**src/rtl/gpu_pkg.sv**
```systemverilog
`default_nettype none
// +----------------------------------------------------------------------+
// | gpu_pkg : shared constants for the layer compositor                  |
// | Rev 1.0 : initial release                                            |
// +----------------------------------------------------------------------+
package gpu_pkg;

    localparam int COLOR_WIDTH = 12;

    // Word offsets of the control block, relative to the end of layer space
    localparam logic [1:0] CTRL_LAYER_EN = 2'd0;
    localparam logic [1:0] CTRL_KEY      = 2'd1;
    localparam logic [1:0] CTRL_BG       = 2'd2;
    localparam logic [1:0] CTRL_COMMIT   = 2'd3;
    localparam logic [31:0] CTRL_WORDS   = 32'd4;

    localparam logic [COLOR_WIDTH-1:0] KEY_COLOR_RESET = 12'hFFF;
    localparam logic [COLOR_WIDTH-1:0] BG_COLOR_RESET  = 12'h000;

endpackage
`default_nettype wire

```
**src/rtl/gpu_layer_mux.sv**
```systemverilog
`default_nettype none
// +----------------------------------------------------------------------+
// | gpu_layer_mux : picks the lowest enabled, non-keyed layer colour     |
// | Rev 1.0 : initial release                                            |
// +----------------------------------------------------------------------+
module gpu_layer_mux #(
    parameter int LAYER_COUNT = 5,
    parameter int COLOR_WIDTH = 12
) (
    input  logic [LAYER_COUNT*COLOR_WIDTH-1:0] layer_pixel,
    input  logic [LAYER_COUNT-1:0]             layer_en,
    input  logic [COLOR_WIDTH-1:0]             key_color,
    input  logic [COLOR_WIDTH-1:0]             bg_color,
    output logic [COLOR_WIDTH-1:0]             color
);
    import gpu_pkg::*;

    // Walk from the top layer down so the lowest index wins
    always_comb begin
        color = bg_color;
        for (int i = LAYER_COUNT - 1; i >= 0; i--) begin
            if (layer_en[i] && (layer_pixel[i*COLOR_WIDTH +: COLOR_WIDTH] != key_color)) begin
                color = layer_pixel[i*COLOR_WIDTH +: COLOR_WIDTH];
            end
        end
    end

endmodule
`default_nettype wire

```
**src/rtl/gpu_compositor.sv**
```systemverilog
`default_nettype none
// +----------------------------------------------------------------------+
// | gpu_compositor : layer write decode, double-buffered control and     |
// |                  two-stage colour-key compositing pipeline           |
// | Rev 1.0 : initial release                                            |
// +----------------------------------------------------------------------+
module gpu_compositor #(
    parameter int LAYER_COUNT      = 5,
    parameter int LAYER_ADDR_SIZE  = 4216,
    parameter int ADDR_WIDTH       = 24,
    parameter int DATA_WIDTH       = 32,
    parameter int COLOR_WIDTH      = gpu_pkg::COLOR_WIDTH,
    parameter int LAYER_ADDR_WIDTH = 16
) (
    input  logic                               clk,
    input  logic                               rst,
    input  logic [ADDR_WIDTH-1:0]              waddr,
    input  logic [DATA_WIDTH-1:0]              wdata,
    input  logic                               wen,
    output logic [LAYER_ADDR_WIDTH-1:0]        layer_waddr,
    output logic [15:0]                        layer_wdata,
    output logic [LAYER_COUNT-1:0]             layer_wen,
    input  logic                               pixel_en,
    input  logic                               frame_start,
    input  logic                               visible,
    input  logic [LAYER_COUNT*COLOR_WIDTH-1:0] layer_pixel,
    output logic [COLOR_WIDTH/3-1:0]           red,
    output logic [COLOR_WIDTH/3-1:0]           green,
    output logic [COLOR_WIDTH/3-1:0]           blue,
    output logic                               commit_pending
);
    import gpu_pkg::*;

    localparam logic [31:0] LAS       = 32'(LAYER_ADDR_SIZE);
    localparam logic [31:0] CTRL_BASE = 32'(LAYER_COUNT * LAYER_ADDR_SIZE);
    localparam int          THIRD     = COLOR_WIDTH / 3;

    logic [31:0] word_idx;
    logic [31:0] layer_idx;
    logic [31:0] ctrl_off;
    logic        is_layer;
    logic        ctrl_wr;
    logic        apply;
    logic        unused_bits;

    logic [LAYER_COUNT-1:0] st_en, act_en;
    logic [COLOR_WIDTH-1:0] st_key, act_key, st_bg, act_bg;

    logic [LAYER_COUNT*COLOR_WIDTH-1:0] pix_s1;
    logic                               vis_s1;
    logic [COLOR_WIDTH-1:0]             mux_color;
    logic [COLOR_WIDTH-1:0]             color_out;

    assign word_idx    = 32'(waddr[ADDR_WIDTH-1:2]);
    assign layer_idx   = word_idx / LAS;
    assign is_layer    = word_idx < CTRL_BASE;
    assign ctrl_off    = word_idx - CTRL_BASE;
    assign ctrl_wr     = wen && !is_layer && (ctrl_off < CTRL_WORDS);
    assign apply       = frame_start && pixel_en && commit_pending;
    assign unused_bits = ^{waddr[1:0], wdata[DATA_WIDTH-1:16]};

    always_ff @(posedge clk or negedge rst) begin
        if (!rst) begin
            layer_wen   <= '0;
            layer_waddr <= '0;
            layer_wdata <= '0;
        end else begin
            layer_wen <= '0;
            if (wen && is_layer) begin
                for (int i = 0; i < LAYER_COUNT; i++) begin
                    layer_wen[i] <= (layer_idx == 32'(i));
                end
                // Remainder via multiply-back keeps a single divider
                layer_waddr <= LAYER_ADDR_WIDTH'(word_idx - layer_idx * LAS);
                layer_wdata <= wdata[15:0];
            end
        end
    end

    // Active copy loads from pre-write staging, so a same-edge staging write lands next frame
    always_ff @(posedge clk or negedge rst) begin
        if (!rst) begin
            st_en          <= '1;
            st_key         <= COLOR_WIDTH'(KEY_COLOR_RESET);
            st_bg          <= COLOR_WIDTH'(BG_COLOR_RESET);
            act_en         <= '1;
            act_key        <= COLOR_WIDTH'(KEY_COLOR_RESET);
            act_bg         <= COLOR_WIDTH'(BG_COLOR_RESET);
            commit_pending <= 1'b0;
        end else begin
            if (apply) begin
                act_en  <= st_en;
                act_key <= st_key;
                act_bg  <= st_bg;
            end
            if (ctrl_wr) begin
                case (ctrl_off[1:0])
                    CTRL_LAYER_EN: st_en  <= wdata[LAYER_COUNT-1:0];
                    CTRL_KEY:      st_key <= wdata[COLOR_WIDTH-1:0];
                    CTRL_BG:       st_bg  <= wdata[COLOR_WIDTH-1:0];
                    default:       ;
                endcase
            end
            if (ctrl_wr && (ctrl_off[1:0] == CTRL_COMMIT)) begin
                commit_pending <= 1'b1;
            end else if (apply) begin
                commit_pending <= 1'b0;
            end
        end
    end

    gpu_layer_mux #(
        .LAYER_COUNT (LAYER_COUNT),
        .COLOR_WIDTH (COLOR_WIDTH)
    ) u_mux (
        .layer_pixel (pix_s1),
        .layer_en    (act_en),
        .key_color   (act_key),
        .bg_color    (act_bg),
        .color       (mux_color)
    );

    always_ff @(posedge clk or negedge rst) begin
        if (!rst) begin
            pix_s1    <= '0;
            vis_s1    <= 1'b0;
            color_out <= '0;
        end else if (pixel_en) begin
            pix_s1    <= layer_pixel;
            vis_s1    <= visible;
            color_out <= vis_s1 ? mux_color : '0;
        end
    end

    assign red   = color_out[COLOR_WIDTH-1 -: THIRD];
    assign green = color_out[2*THIRD-1 -: THIRD];
    assign blue  = color_out[THIRD-1:0];

endmodule
`default_nettype wire

```
**config.mk**
```make
export PLATFORM = sky130hd
export DESIGN_NAME = gpu_compositor
export DESIGN_NICKNAME = d
export VERILOG_FILES = /design/src/rtl/gpu_pkg.sv /design/src/rtl/gpu_layer_mux.sv /design/src/rtl/gpu_compositor.sv
export SDC_FILE = /design/constraint.sdc
export NUM_CORES = 1
export LEC_CHECK = 0
export ABC_AREA = 0
export CAP_MARGIN = 0
export CORE_ASPECT_RATIO = 1.1
export CORE_MARGIN = 2
export CORE_UTILIZATION = 50
export CTS_CLUSTER_DIAMETER = 50
export DETAILED_ROUTE_END_ITERATION = 7
export HOLD_SLACK_MARGIN = 0.05
export PLACE_DENSITY_LB_ADDON = 0.25
export SKIP_LAST_GASP = 1
export SLEW_MARGIN = 5
export SYNTH_ARGS = -nofsm -noshare
export SYNTH_HDL_FRONTEND = slang
export SYNTH_SLANG_ARGS = --single-unit
```
**constraint.sdc**
```tcl
create_clock -name clk -period 3.8 [get_ports clk]
set_input_delay 0.57 -clock clk [delete_from_list [all_inputs] [get_ports clk]]
set_output_delay 0.57 -clock clk [all_outputs]
set_load 0.02 [all_outputs]
```
# Word level (Yosys, flattened, before mapping)
# Cells that the tools add are included.
op_classes:
  muxes: 9
  reduce_logical: 18
  addsub: 2
  order_cmp: 2
  eq_ne: 12
  n_mul: 1
  n_div: 1
op_table:
  columns: ["operator", "count"]
  rows:
  - ["$mux W12", 6]
  - ["$eq A32 B2 Y1 const B", 2]
  - ["$ne A12 B12 Y1", 5]
  - ["$div A22 B13 Y32 const B", 1]
  - ["$eq A32 B1 Y1 const B", 1]
  - ["$eq A32 B3 Y1 const B", 1]
  - ["$logic_not A32 Y1", 1]
  - ["$lt A32 B3 Y1 const B", 1]
  - ["$mul A32 B10 Y13 const B", 1]
  - ["$sub A22 B15 Y23 const B", 1]
  - ["$lt A22 B15 Y1 const B", 1]
  - ["$sub A16 B16 Y16", 1]
  - ["$logic_and A1 B1 Y1", 11]
  - ["$reduce_and A2 Y1", 3]
  - ["$mux W5", 1]
  - ["$eq A2 B2 Y1 const B", 2]
  - ["$eq A2 B1 Y1 const B", 1]
  - ["$logic_not A2 Y1", 1]
  - ["$mux W1", 2]
  - ["$reduce_bool A2 Y1", 1]
  - ["$logic_not A1 Y1", 1]
word_totals:
  regBits: 169
  output_inout_bits: 50

# Longest topological paths before layout
depth:
  ltp_word: 8
  depth_mapped: 52

# Cells and area by module
# From an unflattened synthesis, not the netlist that was laid out.
unflattened:
  cells_unflattened: 1354
  area_unflattened_um2: 13231.4
by_module_without_submodules:
  columns: ["module", "cells_per_inst", "seq_area_each_um2", "area_each_um2", "instances"]
  rows:
  - ["gpu_compositor", 1142, 4271.6, 11677.4, 1]
  - ["gpu_layer_mux", 212, 0.0, 1554.0, 1]

# Worst setup path before layout
# Ideal clock, no wire load.
synth_timing:
  path_kind: "input to register"
  startpoint: "in waddr[19]"
  endpoint: "reg layer_waddr[15]"
  setup_ps: 134
  path_slack_ps: -7790
  required_ps: 3666
  path_stages: 49
  arrival_ps: 11455
  path_cell_list: "buf_2 -> or3_1 -> buf_6 -> nor4_4 -> a221oi_2 -> nand2_2 -> inv_2 -> or3_1 -> a21oi_2 -> buf_6 -> a31oi_4 -> mux2_4 -> a41oi_4 -> nor2_2 -> or3_1 -> buf_6 -> o311ai_4 -> o311ai_2 -> (+13 left out) -> ha_1 -> ha_1 -> inv_1 -> fa_1 -> inv_1 -> ha_1 -> xor2_1 -> ha_1 -> a21o_1 -> a21o_1 -> a21o_1 -> a21o_1 -> a21o_1 -> a21o_1 -> a21oi_1 -> xnor2_1 -> xnor2_1 -> o21ai_0"
synth_via:
  elab_chain_len: 3
  word_cells_on_any_way: 5
  cone_classes: "1 x add/sub; 1 x mul; 1 x div; 1 x order compare; 1 x reduce/logical"
synth_rtl:
  columns: ["element", "line", "text"]
  rows:
  - ["from (decl)", "gpu_compositor.sv:17", "input logic [ADDR_WIDTH-1:0] waddr,"]
  - ["$div A22 B13 Y32", "gpu_compositor.sv:55", "assign layer_idx = word_idx / LAS;"]
  - ["$mul A32 B10 Y13", "gpu_compositor.sv:74", "layer_waddr <= LAYER_ADDR_WIDTH'(word_idx - layer_idx * LAS);"]
  - ["$sub A16 B16 Y16", "gpu_compositor.sv:74", null]
  - ["to (signal assigned)", "gpu_compositor.sv:74", null]
  - ["to (decl)", "gpu_compositor.sv:20", "output logic [LAYER_ADDR_WIDTH-1:0] layer_waddr,"]
# Parallel ways exist; a longest one is shown, timed or not.
# A chain may end at the register's enable or synchronous reset.

# Worst setup path in the final report
layout_timing:
  startpoint: "in waddr[21]"
  endpoint: "reg layer_waddr[15]"
# The elaborated chain is that of the path after synthesis.

==> results.json <==
{
  "outcome": "complete, but fails checks",
  "violations": "setup timing",
  "finalMaxSlewViolations": 0,
  "reg2reg_setup_slack_ns": 0.73,
  "synth_nets": 1513,
  "worstPathRequired_ns": 4.10,
  "nets": 1967,
  "synth_area_leader": "dfrtp_1",
  "clock_latency_ns": 0.43,
  "grt_start_max_net_pins": 96,
  "post-place-ws_ns": -7.93,
  "core.rowCount": 61,
  "synthDominantCellAreaShare": 0.263,
  "hold_path_class": "input pin to async pin",
  "root_buffer": "clkbuf_16",
  "fmaxAchievable_mhz": 93.0,
  "clock_skew_ns": 0.0103,
  "post_synth_inst_count": 1317,
  "grt_antenna_before_repair": 0,
  "hold_slack_ns": 0.190,
  "wire_length_of_the_first_global_routing_pass_mm": 63.3,
  "report.final.hold_viol_count": 0,
  "wirelength_mm": 40.2,
  "fin_ws_ns": -6.95,
  "timing_worst_setup_path_type": "input pin to flop",
  "die_area_um2": 27000,
  "vias_in_the_first_global_route": 12500,
  "pin_count": 172,
  "synth.lib_cells_used.distinct": 108,
  "synth-edff-count": 0,
  "yosys_register_bits": 169,
  "design_area_um2": 19000,
  "critical_path.startpoint_type": "input pin",
  "gpl.final_weighted_congestion": 0.969,
  "initial_core_util": 0.509,
  "antennaDiodeCount": 0,
  "cts-buffers-inserted": 17,
  "syn2layout_area_growth_pct": 47.6,
  "yosys_warnings": 0,
  "max_stage_delay_ns": 0.57,
  "layout_commonest_cell": "buf_4",
  "maxSlewHeadroom": 0.433,
  "post_route_drc_violation_count": 0,
  "cts.path.max_buffers": 2,
  "postPlaceCellArea_um2": 16800,
  "critical_path.endpoint_type": "flop",
  "post_drt_via_cell_ratio": 5.71,
  "setup_viol": 18,
  "critical_path.reg2reg.endpoint": "color_out[5]",
  "htree_num_levels": 4,
  "gr-usage-all-layers": 0.296,
  "critical_path.max_fanout": 7,
  "final.period_utilization": 2.83,
  "final_antenna_net_count": 0,
  "cts_tree": "built",
  "critical_path.slowest_cell": "fa_2",
  "dieWidth_um": 157,
  "core_area_um2": 25300,
  "reg2reg_from": "act_key[9]",
  "worstPathArrival_ns": 11.05,
  "die_y_um": 172,
  "post_synth.cell_area_avg_um2": 9.77,
  "holdBufCountCts": 0,
  "worst_slew_pin_slew_ns": 0.850,
  "synth.cell_area_um2": 12900,
  "port_buffers": 153,
  "final_layout_size_suffix_gt1_frac": 0.426,
  "most-common-layout-cells": "320 x buf_4, 140 x clkdlybuf4s50_1, 135 x dfrtp_1, 120 x mux2_2, 110 x nand2_1",
  "async_flop_share": 1.00,
  "num_vias": 12200,
  "synth-seq-area-share": 0.332,
  "most_frequently_used_flop_master_after_synthesis": "dfrtp_1",
  "final_core_util": 0.751,
  "drv.max_cap_violation_count": 0,
  "unrepaired_setup_endpoints_after_global_routing": "yes",
  "place.detailed.hpwl_mm": 28.8,
  "cpMostUsedCell": "a21o_1",
  "drtIter0Drc": 677,
  "worst-r2r-cell-count": 10,
  "count_of_tritonroute_iterations_in_the_first_routing_pass": 5,
  "wl_per_cell_um": 18.9,
  "clkSinkCount": 169,
  "globalRouteOverflowTotal": 0,
  "main_area_contributors_after_synthesis": "dfrtp_1 26%, mux2_2 11%, dfstp_2 6.9%, xnor2_1 6.2%, ha_1 5.4%",
  "clock_transition_at_the_registers_of_the_reported_paths_ns": 0.07,
  "finalWorstPathRequiredPeriod_ns": 10.75
}
-- synth_stat cells, types with 27 or more instances --
cell type / count
clkbuf_1: 45
a21o_1: 27
nand2_1: 114
ha_1: 56
nor2_1: 69
nand3_1: 32
mux2_2: 120
dfrtp_1: 135
xnor2_1: 91
o21ai_0: 42
a21oi_1: 65
inv_1: 65
dfstp_2: 34
mux2i_1: 40
-- per-layer routing --
layer,vias up,wire length (um),GRT usage
met5,-,0,0
met4,0,1750,0.137
met3,105,1600,0.0338
met2,363,21000,0.543
met1,5997,15900,0.345
li1,5697,-,-
-- cells by family (layout without fill, tap and decap cells) --
group	Yosys count	in the layout	synth area share
mux	165	165	0.142
compound gates	307	307	0.183
flops	169	169	0.332
simple gates	361	361	0.144
fa+ha+maj	78	78	0.0857
xor+xnor	103	103	0.0707
buf+inv	134	601	0.0424
-- state kept, by name, summed over array words and instances, names as in the netlist --
signal          cells
pix_s1             60
layer_waddr        16
layer_wdata        16
act_bg             12
act_key            12
color_out          12
st_bg              12
st_key             12
act_en              5
layer_wen           5
st_en               5
commit_pending      1
vis_s1              1
-- final cells by class --
class	instances	area, um^2
clock buffers	17	425
clock inverters	15	156
fillers	1735	6280
inverters	67	254
multi-input cells	1014	9160
flip-flops and latches	169	4270
well taps	346	433
repair buffers	502	4280
-- worst max-delay path, delay by kind of cell --
kind | cells | cell delay, ns
buffers and inverters | 5 | 0.62
AOI/OAI and AO/OA | 27 | 5.52
and+or+nand+nor | 8 | 2.19
xor gates and xnor gates | 2 | 0.29
adders and majority gates | 5 | 1.83
-- timing repair --
item	in CTS	in global routing
buffers inserted	70	25
gates resized for setup	199	69
pin swaps	74	50
endpoints found under the setup margin	18	18
cloned	0	0
-- worst max-delay path by stage --
stage                     slack [ns]  startpoint               to  depth (start not counted)
final                          -6.95   waddr[21]  layer_waddr[15]                         47
after global routing           -7.35   waddr[20]  layer_waddr[15]                         51
after CTS                      -6.60   waddr[19]  layer_waddr[15]                         48
after detailed placement       -7.93   waddr[14]  layer_waddr[15]                         49
after global placement         -7.89   waddr[14]  layer_waddr[15]                         48
after floorplan                -7.22   waddr[19]  layer_waddr[15]                         49
-- stage by stage --
step           instances  TNS (ns)
2_1_floorplan       1317    -98.04
3_3_place_gp        2029   -115.67
3_5_place_dp        2029   -114.67
4_1_cts             2130    -98.55
5_1_grt             2130   -102.02
6_report            2130    -96.43
Power is not shown: default switching activity piles up to over one toggle a cycle in this logic, so the estimate is an artifact.
